### config.mk
export PLATFORM = sky130hd
export DESIGN_NAME = bits_div
export DESIGN_NICKNAME = d
export VERILOG_FILES = /design/src/rtl/bits_div.sv
export SDC_FILE = /design/constraint.sdc
export NUM_CORES = 1
export LEC_CHECK = 0
export CORE_MARGIN = 2
export CORE_UTILIZATION = 45
export DETAILED_ROUTE_END_ITERATION = 10
export GPL_TIMING_DRIVEN = 0
export PLACE_DENSITY = 0.68
export SYNTH_ARGS = -nofsm -noshare
export SYNTH_HDL_FRONTEND = slang
export SYNTH_SLANG_ARGS = --single-unit
### constraint.sdc
create_clock -name clk -period 2.48 [get_ports clk]
set_input_delay 0.248 -clock clk [delete_from_list [all_inputs] [get_ports clk]]
set_output_delay 0.248 -clock clk [all_outputs]
set_load 0.03 [all_outputs]
### src/rtl/bits_div.sv
// bits_div: sequential restoring divider, 2W-bit dividend / W-bit divisor.
// Produces one quotient bit per clock, MSB first. It uses a start/done handshake.
// Quotient, remainder and the divide-by-zero flag are registered.
// They change only on the edge that raises done.
// Optional macro BITS_DIV_FAST_EN: when dividend < divisor the result is known at start.
// The divider then skips the bit-serial loop. The results are the same, only the latency is shorter.
module bits_div #(
   parameter int W = 8
) (
   input  logic             clk,
   input  logic             rst,
   input  logic             start,
   input  logic [2*W-1:0]   dividend,
   input  logic [W-1:0]     divisor,
   output logic             busy,
   output logic             done,
   output logic [2*W-1:0]   quotient,
   output logic [W-1:0]     remainder,
   output logic             dbz
);

   localparam int CW = $clog2(2*W) + 1;
   localparam logic [CW-1:0] LAST = CW'(2*W);

   localparam logic [1:0] S_IDLE = 2'd0;
   localparam logic [1:0] S_CALC = 2'd1;
   localparam logic [1:0] S_DONE = 2'd2;

   logic [1:0]     state;
   logic [CW-1:0]  cnt;
   logic           zero_r;
   logic           fast_r;

   logic [2*W-1:0] dvd_r;
   logic [W-1:0]   dvs_r;
   logic [W-1:0]   rem_r;
   logic [2*W-1:0] q_r;

   logic           accept;
   logic           fast_hit;
   logic [W:0]     r_shift;
   logic           r_ge;
   logic [W-1:0]   r_sub;

   assign accept = start && (state == S_IDLE);
   assign busy   = (state != S_IDLE);

`ifdef BITS_DIV_FAST_EN
   assign fast_hit = (divisor != '0) && (dividend < {{W{1'b0}}, divisor});
`else
   assign fast_hit = 1'b0;
`endif

   // One restoring step: shift the next dividend bit in, then subtract when it fits
   always_comb begin
      r_shift = {rem_r, dvd_r[2*W-1]};
      r_ge    = (r_shift >= {1'b0, dvs_r});
      r_sub   = r_shift[W-1:0] - dvs_r;
   end

   // Control FSM, step counter and registered results
   always_ff @(posedge clk or posedge rst) begin
      if (rst) begin
         state     <= S_IDLE;
         cnt       <= '0;
         zero_r    <= 1'b0;
         fast_r    <= 1'b0;
         done      <= 1'b0;
         quotient  <= '0;
         remainder <= '0;
         dbz       <= 1'b0;
      end else begin
         done <= 1'b0;
         case (state)
            S_IDLE: begin
               if (start) begin
                  state  <= S_CALC;
                  zero_r <= (divisor == '0);
                  fast_r <= fast_hit;
                  // Trivial results bypass the loop by starting the counter at its end
                  cnt    <= ((divisor == '0) || fast_hit) ? LAST : '0;
               end
            end
            S_CALC: begin
               if (cnt == LAST) begin
                  state <= S_DONE;
                  done  <= 1'b1;
                  if (zero_r) begin
                     quotient  <= '1;
                     remainder <= '0;
                     dbz       <= 1'b1;
                  end else if (fast_r) begin
                     quotient  <= '0;
                     remainder <= dvd_r[W-1:0];
                     dbz       <= 1'b0;
                  end else begin
                     quotient  <= q_r;
                     remainder <= rem_r;
                     dbz       <= 1'b0;
                  end
               end else begin
                  cnt <= cnt + 1'b1;
               end
            end
            S_DONE: begin
               state <= S_IDLE;
            end
            default: begin
               state <= S_IDLE;
            end
         endcase
      end
   end

   // Operand capture and bit-serial datapath (no reset needed on data)
   always_ff @(posedge clk) begin
      if (accept) begin
         dvd_r <= dividend;
         dvs_r <= divisor;
         rem_r <= '0;
         q_r   <= '0;
      end else if ((state == S_CALC) && (cnt != LAST)) begin
         rem_r <= r_ge ? r_sub : r_shift[W-1:0];
         q_r   <= {q_r[2*W-2:0], r_ge};
         dvd_r <= {dvd_r[2*W-2:0], 1'b0};
      end
   end

endmodule

[Word-level counts from Yosys, hierarchy flattened]
Index checks and enable logic that the tools add are counted.
Word-level totals
  flip-flop bits (word level): 82
  latch bits: 0
  memory bits (writable): 0
  bits in read-only memories: 0
  input port bits: 27
  output and inout port bits: 27
  logic and storage cells: 46
  memories: 0
Cells by class
  add/subtract/negate cells: 2
  $mul: 0
  div/mod/pow operators: 0
  $lt $le $gt $ge: 1
  equal/unequal tests: 6
  shifts and indexed selects: 0
  muxes and demuxes: 15
  bitwise operators: 0
  reductions and logical operators: 11
Operators with widths (number)
  16-bit two-way mux: 3
  8-bit two-way mux: 2
  5-bit two-way mux: 3
  5-bit case mux with 2 select lines: 1
  9-bit by 8-bit >= comparator with 1-bit output: 1
  8-bit zero test: 1
  8-bit subtractor: 1
  2-bit != test (second input constant): 3
  2-bit AND reduction: 3
  2-bit nonzero test: 3
  5-bit by 1-bit adder with 5-bit output (second input constant): 1
  5-bit == test (second input constant): 1
  5-bit != test (second input constant): 1
  2-bit two-way mux: 2
  2-bit case mux with 2 select lines: 1
  1-bit two-way mux: 3
  3-bit AND reduction: 1
  2-bit by 1-bit == test with 1-bit output (second input constant): 1
  1-bit logical AND: 2
  2-bit zero test: 1

[Logic depth before layout (Yosys ltp)]
  depth after elaboration: 4
  depth in mapped cells: 9
  depth with buffers taken out: 9

[Worst setup path before layout]
No wires, ideal clock.
  path type: reg2reg
  start point: reg dvs_r[1]
  end point: reg rem_r[7]
  library setup time: 0.059 ns
  data arrival time: 1.889 ns
  path slack: 0.531 ns
  stages on the path, launching flop included: 9
  clock period less this slack: 1.949 ns
  path through: edfxtp_1 inv_1 ha_1 nor2b_4 o31a_1 o22ai_2 or4b_1 nand3_1 a32o_2
Between the ends
  cells in the longest elaborated chain, start to end: 2
  elaborated cells on any way between the ends: 3
  classes of those cells: 1 x add/sub; 1 x order compare; 1 x mux
Ends and longest elaborated chain
  start: declaration: line 35  | logic [W-1:0] dvs_r;
  start signal: assignment: line 119  | dvs_r <= divisor;
  8-bit subtractor / 9-bit by 8-bit >= comparator with 1-bit output (equally long branches): line 58, 57
  8-bit two-way mux (*): line 123  | rem_r <= r_ge ? r_sub : r_shift[W-1:0];
  end signal: assignment: line 123
  end: declaration: line 36  | logic [W-1:0] rem_r;
Mark *: on every way between the ends. The rest lies on a longest branch, timed or not.
A chain may end at the register's enable or synchronous reset.

[Worst setup path after layout]
Ends and elaborated chain as after synthesis.

==> impl_metrics.json <==
{
  "dp_hpwl_mm": 5.55,
  "drive_above_1_share_pct": 5.39,
  "die_w_um": 93.8,
  "worst_pin_slew_ps": 815,
  "worstSkewPairLatency_ps": 360,
  "synth_fp_nets": 433,
  "start_kind": "flip-flop",
  "syn_avg_cell_area_um2": 9.18,
  "h-tree-depth": 3,
  "ir_drop_uv": 486,
  "ys_ff_latch": 82,
  "drv_cap": 0,
  "hold_path_class": "in2async",
  "dpl.cell_count": 550,
  "grt_usage_pct": 18.7,
  "drt_iter0_markers": 102,
  "area_growth_pct": 23.6,
  "criticalPathCategory": "reg2reg",
  "path_clk_slew_ps": 100,
  "cp_max_fo": 3,
  "synth_most_common_cell": "nand2_1",
  "wl_mm": 7.56,
  "holdWs_ps": 307,
  "boundaryPins": 54,
  "rsz0062_at_grt": "false",
  "synth_edf_count": 24,
  "start_util_pct": 46.7,
  "diodes": 0,
  "setup_viol": 0,
  "syn_inst": 395,
  "vias_per_cell": 5.13,
  "synth_area_leaders": "dfrtp_1, edfxtp_1, dfxtp_1",
  "synthFlopType": "dfrtp_1",
  "arrival_ps": 2430,
  "coreArea_mm2": 0.00777,
  "drc": 0,
  "outcome": "completed",
  "synth_top_cells_by_count": "nand2_1, dfrtp_1, o21ai_0, nand3_1, nor2_1",
  "critPathRequiredTime_ps": 2780,
  "stdcell_area_mm2": 0.00448,
  "finalNetCount": 497,
  "power_density_mw_per_mm2": 1280,
  "slew_headroom_pct": 45.7,
  "dr_total_vias": 2901,
  "clkSinkCount": 82,
  "finalSetupTns_ps": 0,
  "period_needed_ps": 2120,
  "cts_tree": "yes",
  "r2r-start": "dvs_r[1]",
  "netlist.area_leader.share_pct": 23.5,
  "postCtsSetupBuffers": 0,
  "cts_resized": 0,
  "die_y_um": 93.8,
  "synth_area_leader_cell": "dfrtp_1",
  "antenna_found_initial": 0,
  "synthArstFlopShare_pct": 41.5,
  "grt_pass1_wl_mm": 12.8,
  "max_freq_mhz": 471,
  "ctsRootBufferMaster": "clkbuf_8",
  "ys_types": 45,
  "row_count": 32,
  "syn-cell-area_mm2": 0.00363,
  "ys.warnings.count": 0,
  "firstDrtPassIters": 4,
  "clockBufferDepth": 2,
  "yosysSeqAreaShare_pct": 56.6,
  "endpoint_kind": "flip-flop",
  "period_share_pct": 85.6,
  "hold_violations": 0,
  "skew_ps": 9.62,
  "drv_slew": 0,
  "gp_congestion": 0.777,
  "numCtsBuffers": 9,
  "portBuffers": 53,
  "wire_per_inst_um": 13.4,
  "grt-ovfl-total": 0,
  "grt_pass1_vias": 2742,
  "die-area_mm2": 0.00879,
  "final_cells": 566,
  "crit_start": "dvs_r[1]",
  "holdBufCountCts": 0,
  "power_leakage_nw": 1.99,
  "ant_nets": 0,
  "dpl-instance-area_mm2": 0.00428,
  "grt_max_degree": 35
}
-- power breakdown --
| group | switching (mW) | total, mW | internal, mW |
|---|---|---|---|
| Combinational | 1.46 | 2.46 | 1.00 |
| Sequential | 0.332 | 2.34 | 2.01 |
| Clock | 0.554 | 0.948 | 0.394 |
-- layout make-up --
cell class              instances  area, µm²
plain buffers                  20       80.1
clock buffers                   9        124
clock inverters                 7       73.8
fillers                       730       3290
inverters                      19       71.3
multi-input cells             274       1420
flip-flops and latches         82       2050
well taps                     102        128
repair buffers                 53        531
-- cells in the final DEF (no fill, tap or decap), drive strengths merged, types with 2 or more instances in the layout --
| master | Yosys | final |
|---|---|---|
| clkdlybuf4s50 | 0 | 53 |
| nand2b | 10 | 10 |
| o21a | 4 | 4 |
| a22o | 2 | 2 |
| o31a | 3 | 3 |
| inv | 18 | 21 |
| dfxtp | 24 | 24 |
| clkinv | 1 | 3 |
| nor3 | 3 | 3 |
| buf | 4 | 4 |
| ha | 10 | 10 |
| edfxtp | 24 | 24 |
| nor4 | 2 | 2 |
| and2 | 2 | 2 |
| clkbuf | 16 | 25 |
| o21ai | 36 | 36 |
| nor2b | 5 | 5 |
| nand3 | 28 | 28 |
| a211oi | 3 | 3 |
| nor2 | 26 | 26 |
| nand2 | 112 | 112 |
| dfrtp | 34 | 34 |
| a21oi | 11 | 11 |
| o31ai | 2 | 2 |
| clkinvlp | 0 | 2 |
-- flip-flops by register name, summed over array words and instances (netlist names), 2 cells and up --
register and flops:
q_r 16, cnt 5, remainder 8, dvd_r 16
state 2, rem_r 8, dvs_r 8, quotient 16
-- stage by stage --
| stage | total power [mW] | util (%) | setup WS, ps |
|---|---|---|---|
| after floorplan | 4.04 | - | 531 |
| after global placement | 4.74 | 55.2 | 212 |
| after detailed placement | 4.85 | 55.2 | 206 |
| after CTS | 5.79 | 57.7 | 346 |
| after global routing | 6.22 | 57.7 | 207 |
| final | 5.75 | 57.7 | 357 |
-- worst max-delay path, stage by stage (launching register included) --
cell	delay [ps]
edfxtp_1	410
inv_1	60
ha_1	300
nor2b_4	130
o31a_1	290
o22ai_2	160
or4b_1	450
nand3_1	110
a32o_2	160
-- cells by family after synthesis --
logic type               after synthesis  synth area share, %
AO/OA/AOI/OAI                         68                 11.4
adder cells (fa/ha/maj)               11                 4.00
buffers and inverters                 39                 4.18
AND/OR/NAND/NOR                      192                 23.1
flip-flops                            82                 56.6
XOR/XNOR                               2                0.483
multiplexers                           1                0.276
-- metal layers --
layer	wire length (µm)	track usage, %	up-vias
li1	-	-	1452
met1	3440	24.6	1378
met2	3750	30.3	59
met3	264	4.25	12
met4	105	6.76	0
met5	0	0	-
-- path summary, 6_finish.rpt --
check                               to  slack [ps]  cells past startpoint
max                           rem_r[7]         360                      8
min                        quotient[4]         310                      2
max reg2reg                   rem_r[7]         360                      8
min reg2reg                     q_r[3]         460                      2
max in group asynchronous       cnt[3]        1710                      2
min in group clk                q_r[3]         460                      2
Note: power is estimated with default switching activity, not from simulation.
